File: src/rtl/mcc_pkg.sv
// Shared definitions for the multi-cycle core: opcodes, FSM states and
// instruction field offsets.
package mcc_pkg;

    localparam int OP_W = 4;

    typedef enum logic [3:0] {
        OP_ADD  = 4'd0,
        OP_SUB  = 4'd1,
        OP_AND  = 4'd2,
        OP_OR   = 4'd3,
        OP_ADDI = 4'd4,
        OP_LW   = 4'd5,
        OP_SW   = 4'd6,
        OP_BEQ  = 4'd7,
        OP_JMP  = 4'd8,
        OP_HALT = 4'd15
    } opcode_t;

    typedef enum logic [2:0] {
        S_FETCH,
        S_DECODE,
        S_EXECUTE,
        S_MEM,
        S_WRITEBACK,
        S_HALT
    } state_t;

    // Fields sit below the opcode in the order rd, rs1, rs2; imm overlaps rs2.
    function automatic int rd_lsb(input int instr_w, input int reg_aw);
        return instr_w - OP_W - reg_aw;
    endfunction

    function automatic int rs1_lsb(input int instr_w, input int reg_aw);
        return instr_w - OP_W - 2 * reg_aw;
    endfunction

    function automatic int rs2_lsb(input int instr_w, input int reg_aw);
        return instr_w - OP_W - 3 * reg_aw;
    endfunction

    function automatic int imm_w(input int instr_w, input int reg_aw);
        return instr_w - OP_W - 2 * reg_aw;
    endfunction

endpackage

File: src/rtl/mcc_regfile.sv
// Register file with two combinational read ports and one write port;
// register 0 is hardwired to zero.
module mcc_regfile #(
    parameter int DATA_W = 24,
    parameter int REG_AW = 3
) (
    input  logic              clock,
    input  logic              reset,
    input  logic [REG_AW-1:0] raddr1,
    input  logic [REG_AW-1:0] raddr2,
    output logic [DATA_W-1:0] rdata1,
    output logic [DATA_W-1:0] rdata2,
    input  logic              we,
    input  logic [REG_AW-1:0] waddr,
    input  logic [DATA_W-1:0] wdata
);

    logic [DATA_W-1:0] regs [2**REG_AW];

    always_ff @(posedge clock) begin
        if (reset) begin
            for (int i = 0; i < 2**REG_AW; i++) begin
                regs[i] <= '0;
            end
        end else if (we && (waddr != '0)) begin
            regs[waddr] <= wdata;
        end
    end

    assign rdata1 = (raddr1 == '0) ? '0 : regs[raddr1];
    assign rdata2 = (raddr2 == '0) ? '0 : regs[raddr2];

endmodule

File: src/rtl/mcc_core.sv
// Multi-cycle load/store core: one instruction at a time through
// FETCH, DECODE, EXECUTE, MEM and WRITEBACK, with handshaked memories.
module mcc_core
    import mcc_pkg::*;
#(
    parameter int DATA_W   = 24,
    parameter int ADDR_W   = 11,
    parameter int REG_AW   = 3,
    parameter int INSTR_W  = 24,
    parameter int RESET_PC = 1024
) (
    input  logic               clock,
    input  logic               reset,
    output logic               imem_req,
    output logic [ADDR_W-1:0]  imem_addr,
    input  logic               imem_ack,
    input  logic [INSTR_W-1:0] imem_rdata,
    output logic               dmem_req,
    output logic               dmem_we,
    output logic [ADDR_W-1:0]  dmem_addr,
    output logic [DATA_W-1:0]  dmem_wdata,
    input  logic [DATA_W-1:0]  dmem_rdata,
    input  logic               dmem_ack,
    output logic               retire,
    output logic               halted,
    output logic               illegal,
    output logic [DATA_W-1:0]  program_out
);

    localparam int RD_LSB  = rd_lsb(INSTR_W, REG_AW);
    localparam int RS1_LSB = rs1_lsb(INSTR_W, REG_AW);
    localparam int RS2_LSB = rs2_lsb(INSTR_W, REG_AW);
    localparam int IMM_W   = imm_w(INSTR_W, REG_AW);

    state_t                    state;
    logic [ADDR_W-1:0]         pc;
    logic [INSTR_W-1:0]        ir;
    logic [OP_W-1:0]           op;
    logic [REG_AW-1:0]         rd, rs1, rs2, rf_raddr2;
    logic signed [IMM_W-1:0]   imm_s;
    logic signed [DATA_W-1:0]  imm_x;
    logic signed [DATA_W-1:0]  opa, opb, result;
    logic [DATA_W-1:0]         rf_rdata1, rf_rdata2;

    assign op        = ir[INSTR_W-1 -: OP_W];
    assign rd        = ir[RD_LSB +: REG_AW];
    assign rs1       = ir[RS1_LSB +: REG_AW];
    assign rs2       = ir[RS2_LSB +: REG_AW];
    assign imm_s     = ir[IMM_W-1:0];
    assign imm_x     = DATA_W'(imm_s);
    assign imem_addr = pc;
    // Stores need rd as data, so the second read port is steered to it.
    assign rf_raddr2 = (op == OP_SW) ? rd : rs2;

    mcc_regfile #(.DATA_W(DATA_W), .REG_AW(REG_AW)) u_regfile (
        .clock  (clock),
        .reset  (reset),
        .raddr1 (rs1),
        .raddr2 (rf_raddr2),
        .rdata1 (rf_rdata1),
        .rdata2 (rf_rdata2),
        .we     (state == S_WRITEBACK),
        .waddr  (rd),
        .wdata  (result)
    );

    always_ff @(posedge clock) begin
        if (reset) begin
            state       <= S_FETCH;
            pc          <= ADDR_W'(RESET_PC);
            ir          <= '0;
            opa         <= '0;
            opb         <= '0;
            result      <= '0;
            program_out <= '0;
            imem_req    <= 1'b0;
            dmem_req    <= 1'b0;
            dmem_we     <= 1'b0;
            dmem_addr   <= '0;
            dmem_wdata  <= '0;
            retire      <= 1'b0;
            halted      <= 1'b0;
            illegal     <= 1'b0;
        end else begin
            retire <= 1'b0;
            case (state)
                // Request is raised one cycle after reset; later entries arrive with it set.
                S_FETCH: begin
                    if (!imem_req) begin
                        imem_req <= 1'b1;
                    end else if (imem_ack) begin
                        ir       <= imem_rdata;
                        pc       <= pc + 1'b1;
                        imem_req <= 1'b0;
                        state    <= S_DECODE;
                    end
                end
                S_DECODE: begin
                    opa   <= rf_rdata1;
                    opb   <= rf_rdata2;
                    state <= S_EXECUTE;
                end
                S_EXECUTE: begin
                    case (op)
                        OP_ADD:  begin result <= opa + opb;   state <= S_WRITEBACK; end
                        OP_SUB:  begin result <= opa - opb;   state <= S_WRITEBACK; end
                        OP_AND:  begin result <= opa & opb;   state <= S_WRITEBACK; end
                        OP_OR:   begin result <= opa | opb;   state <= S_WRITEBACK; end
                        OP_ADDI: begin result <= opa + imm_x; state <= S_WRITEBACK; end
                        OP_LW, OP_SW: begin
                            dmem_addr  <= ADDR_W'(opa + imm_x);
                            dmem_wdata <= opb;
                            dmem_we    <= (op == OP_SW);
                            dmem_req   <= 1'b1;
                            state      <= S_MEM;
                        end
                        OP_BEQ: begin
                            if (opa == opb) begin
                                pc <= pc + ADDR_W'(imm_x);
                            end
                            retire   <= 1'b1;
                            imem_req <= 1'b1;
                            state    <= S_FETCH;
                        end
                        OP_JMP: begin
                            pc       <= ADDR_W'($unsigned(imm_s));
                            retire   <= 1'b1;
                            imem_req <= 1'b1;
                            state    <= S_FETCH;
                        end
                        OP_HALT: begin
                            halted <= 1'b1;
                            state  <= S_HALT;
                        end
                        default: begin
                            halted  <= 1'b1;
                            illegal <= 1'b1;
                            state   <= S_HALT;
                        end
                    endcase
                end
                S_MEM: begin
                    if (dmem_req && dmem_ack) begin
                        dmem_req <= 1'b0;
                        dmem_we  <= 1'b0;
                        if (op == OP_LW) begin
                            result <= dmem_rdata;
                            state  <= S_WRITEBACK;
                        end else begin
                            retire   <= 1'b1;
                            imem_req <= 1'b1;
                            state    <= S_FETCH;
                        end
                    end
                end
                S_WRITEBACK: begin
                    program_out <= result;
                    retire      <= 1'b1;
                    imem_req    <= 1'b1;
                    state       <= S_FETCH;
                end
                default: ;
            endcase
        end
    end

endmodule

File: config.mk
export PLATFORM = sky130hd
export DESIGN_NAME = mcc_core
export DESIGN_NICKNAME = d
export VERILOG_FILES = /design/src/rtl/mcc_pkg.sv /design/src/rtl/mcc_regfile.sv /design/src/rtl/mcc_core.sv
export SDC_FILE = /design/constraint.sdc
export NUM_CORES = 1
export LEC_CHECK = 0
export ABC_AREA = 1
export CAP_MARGIN = 20
export CORE_MARGIN = 3
export CORE_UTILIZATION = 50
export DETAILED_ROUTE_END_ITERATION = 6
export GPL_TIMING_DRIVEN = 0
export MAX_ROUTING_LAYER = met4
export PLACE_DENSITY = 0.67
export SETUP_SLACK_MARGIN = 0.15
export SKIP_LAST_GASP = 1
export SLEW_MARGIN = 20
export SYNTH_ARGS = -nofsm -noshare
export SYNTH_HDL_FRONTEND = slang
export SYNTH_SLANG_ARGS = --single-unit
File: constraint.sdc
create_clock -name clock -period 3.09 [get_ports clock]
set_clock_uncertainty 0.1 [all_clocks]
set_input_delay 0.618 -clock clock [delete_from_list [all_inputs] [get_ports clock]]
set_output_delay 0.618 -clock clock [all_outputs]
set_load 0.02 [all_outputs]
# == Yosys cells after proc, flatten, opt, wreduce, memory -nomap -nowiden ==
# Memory sizes are Yosys's and may differ from the RTL's. A register that Yosys moved wholly into a read port is not among the register bits.
# Index checks and enable logic that the tools add are counted.
# word_totals
inputBits,52
mem_bits_rw,192
word_cells,118
n_memories,1
regBits,175
out_inout_bits,76
# memory_table
name,depth,width,rd,rd_clocked_by_memory_dff,wr,line,source
u_regfile.regs,8,24,2,1,8,mcc_regfile.sv:18,logic [DATA_W-1:0] regs [2**REG_AW];
# classes
n_reduce_logical,26
eq_ne,24
n_mux,43
n_addsub,5
n_bitwise,4
# op_table
op,n
24-bit 2-to-1 mux,5
24-bit case mux with 5 select lines,1
24-bit case mux with 2 select lines,1
11-bit case mux with 2 select lines,2
11-bit 2-to-1 mux,3
24-bit by 14-bit adder with 24-bit output,1
24-bit adder,1
24-bit AND,1
24-bit equality test,1
3-bit 2-to-1 mux,8
24-bit OR,1
24-bit OR reduction,1
24-bit subtractor,1
1-bit 2-to-1 mux,17
4-bit by 3-bit equality test with 1-bit output (second input constant),4
3-bit case mux with 5 select lines,1
2-bit != test (second input constant),6
4-bit AND reduction,3
11-bit by 1-bit adder with 11-bit output (second input constant),1
11-bit adder,1
10-bit OR reduction,1
3-bit logical NOT,3
3-bit case mux with 3 select lines,1
9-bit OR reduction,1
other kinds (25),36

# == Depth between registers and ports, before layout ==
# depth
ltp_word,7
depth_mapped,18
mapped_depth_nobuf,17

# == Hierarchy ==
# From an unflattened synthesis, not the netlist that was laid out.
# hier_totals
cells_unflattened,3483
hier_area_um2,24153.2
# modules_own_cells
mod,instances,area_per_inst_um2,cells_each,seq_area_each_um2
mcc_core,1,12847.3,2046,3503.4
mcc_regfile,1,11305.8,1437,5765.5

# == Least setup slack after synthesis ==
# No wires, ideal clock.
# synth_timing
kind,input to register
start,input port reset
end,"memory u_regfile.regs[1][0], enable pin"
required_time_ns,2.565
setup_ns,0.425
cell_stages,7
setup_slack_ns,0.528
arrival_time_ns,2.036
cell_sequence,clkbuf_1 > inv_1 > nand3_1 > inv_1 > nand2_1 > clkbuf_1 > nand2_1
# synth_lines
item,line,source
from (decl),mcc_core.sv:13,"input logic reset,"
to (decl),mcc_regfile.sv:18,

==> flow_summary.ini <==
[place]
gp_congestion = 1.06
dp_hpwl_mm = 73.0
io_buffers = 126
dp_cells = 3763
dpl_cell_area_um2 = 24400

[clock_network]
clock_path_buffers = 3
cts_sinks = 370
root_buffer = clkbuf_16
h-tree-depth = 2
ctsHoldBuffers = 0
clkTransAtPathRegs_ps = 60
cts_tree = built
cts_inserted_buffers = 41
clock_latency_ps = 580

[layout]
fillers = 4079
syn_to_final_growth_pct = 17.2
instances_no_fill = 3843
nets = 3386
final_util = 0.600
drive_gt1_frac = 0.0780
postLayoutCellArea_um2 = 26100

[logic_synthesis]
synth-seq-cells = 370
ys_types = 55
synthTopCellsByCount = nor2_1 (550), nand2_1 (465), o21ai_0 (349)
synth_area_leader_cell = edfxtp_1
synth_area_um2 = 22300
synth-main-ff-cell = edfxtp_1
synth_area_leaders = edfxtp_1 (26%), dfxtp_1 (16%), nor2_1 (9.3%)
yosysWarnings = 0
synthArstFlopShare = 0
yosysSeqAreaShare = 0.419
avgSynthCellArea_um2 = 7.36
synth_edf_count = 192
yosysMostFrequentCell = nor2_1
synth_top_area_share = 0.259
netlist_instances = 3028

[timing]
tightest_slew_ps = 845
rsz0062_at_grt = yes
hold_ws_ps = 367
final-hold-violation-count = 0
setup_viol = 0
max-slew-margin-rel = 0.437
fmax_ghz = 0.335
maxSlewViolCount = 0
finalCritPeriodShare = 0.967
fin_crit_ps = 2990

[routing]
routedWlPerCell_um = 25.1
dr.pass1.iters = 6
via_per_inst = 6.14
routed.top_layer = met4
met3_length_mm = 10.6
wl_met1_mm = 36.2
dr.first_iter.drc_count = 3017
drc = 0
drt_wl_total_mm = 96.3
drt.antenna.violating_nets = 0
dr_wl_met2_mm = 43.7
num_vias = 23603

[worst_setup_path]
cp_slowest_cell = clkbuf_2
cp_max_fo = 24
worstPathArrival_ps = 3130
max_stage_delay_ps = 410
path_buf_inv = 3
path_common_cell = inv_1
required_ps = 3230
cp_cell_sequence = nor2_1, inv_1, nor2_2, inv_1, nor4_2, nand2_1, clkbuf_2, nand2_8
critPathLaunchType = flip-flop
end_kind = flip-flop
cpLargestDelayFamily = simple AND/OR/NAND/NOR gates
crit_type = reg2reg

[pwr]
ir_drop_mv = 0.541
p_leak_uw = 0.0106
total_power_uw = 20900
power.density_nw_per_um2 = 799

[die]
initial_core_util = 0.512
dieArea_um2 = 47100
dieWidth_um = 217
coreArea_um2 = 43600
io_pins = 128
fp.dieH_um = 217
rows = 76

[flow_run]
maxCapViolations = 0

[hold_path]
hold_path_class = reg2reg

[global_routing]
antenna_found_initial = 2
grt_pass1_wl_mm = 140
grt_pass1_vias = 22694
overflow = 0
grt_start_max_net_pins = 25
grt_use_total = 0.408

[status]
status = finished, final reports clean
==> power by group <==
| group | total [µW] | internal (µW) | leakage, µW | switching [µW] |
|---|---|---|---|---|
| clock | 4930 | 2810 | 0.000634 | 2130 |
| sequential | 6330 | 5680 | 0.00343 | 645 |
| combinational | 9610 | 2760 | 0.00650 | 6840 |
==> flip-flops by register name, indices dropped and copies added (netlist names), named ones only <==
name and cells:
dmem_wdata 24, imem_req 1, opb 24, dmem_req 1
result 24, dmem_we 1, program_out 24, halted 1
u_regfile.regs 192, illegal 1, ir 24, state 3
opa 24, retire 1, imem_addr 11, dmem_addr 11
==> kinds of logic after synthesis <==
family	count (synthesis)	share of synthesized area
DFF	370	0.419
xor gates and xnor gates	20	0.00786
adders and majority gates	109	0.0626
other	1	0.000168
buffers and inverters	485	0.0859
and+or+nand+nor	1194	0.216
AOI/OAI and AO/OA	849	0.209
==> worst paths after layout <==
| check | startpoint | to | slack [ps] | depth (start not counted) |
|---|---|---|---|---|
| worst max-delay path | state[1] | u_regfile.regs[4][8] | 100 | 8 |
| worst min-delay path | result[21] | result[21] | 370 | 2 |
| worst max register to register | state[1] | u_regfile.regs[4][8] | 100 | 8 |
| worst min register to register | result[21] | result[21] | 370 | 2 |
==> through the flow <==
step	setup TNS (ps)	setup WS, ps
after detailed placement	-129300	-798
after floorplan	0	528
final	0	102
after CTS	-187	-13.3
after global placement	-171430	-1090
after global routing	0	34.0
==> metal layers <==
layer  up-vias  track usage
li1      10557            -
met1     11040        0.495
met2      1615        0.640
met3       391       0.0894
met4         0        0.213
met5         -            -
==> cell type report <==
cell class                      count  area (µm²)  area share
Tap cell                          585         732      0.0280
Buffer                            160         729      0.0279
Clock inverter                     20         200     0.00766
Sequential cell                   370        9400       0.360
Clock buffer                       54        1110      0.0427
Timing Repair Buffer              131        1310      0.0502
Inverter                          325        1220      0.0467
Multi-Input combinational cell   2196       11400       0.437
Antenna cell                        2        5.00    0.000192
==> worst register-to-register path: stages (launching register included) <==
cell	delay [ps]
dfxtp_1	350
nor2_1	180
inv_1	120
nor2_2	320
inv_1	150
nor4_2	290
nand2_1	380
clkbuf_2	410
nand2_8	320
==> what timing repair did <==
item,CTS,global route
buffers inserted,0,4
pin swaps,1,4
cloned,0,0
endpoints found under the setup margin,192,195
gates resized for setup,48,102
==> placed cells by master, fill, tap and decap left out, drive strengths merged, types with 36 or more instances in the layout <==
cell type	synthesis	routed
nand3	102	102
inv	323	326
nand2	469	469
clkbuf	105	161
o211ai	36	36
clkdlybuf4s50	0	126
o22ai	54	54
edfxtp	192	192
nor2	557	557
a21oi	255	255
o21ai	416	416
buf	55	58
dfxtp	178	178
ha	105	105
No activity file was read; power rests on OpenSTA's default activity.
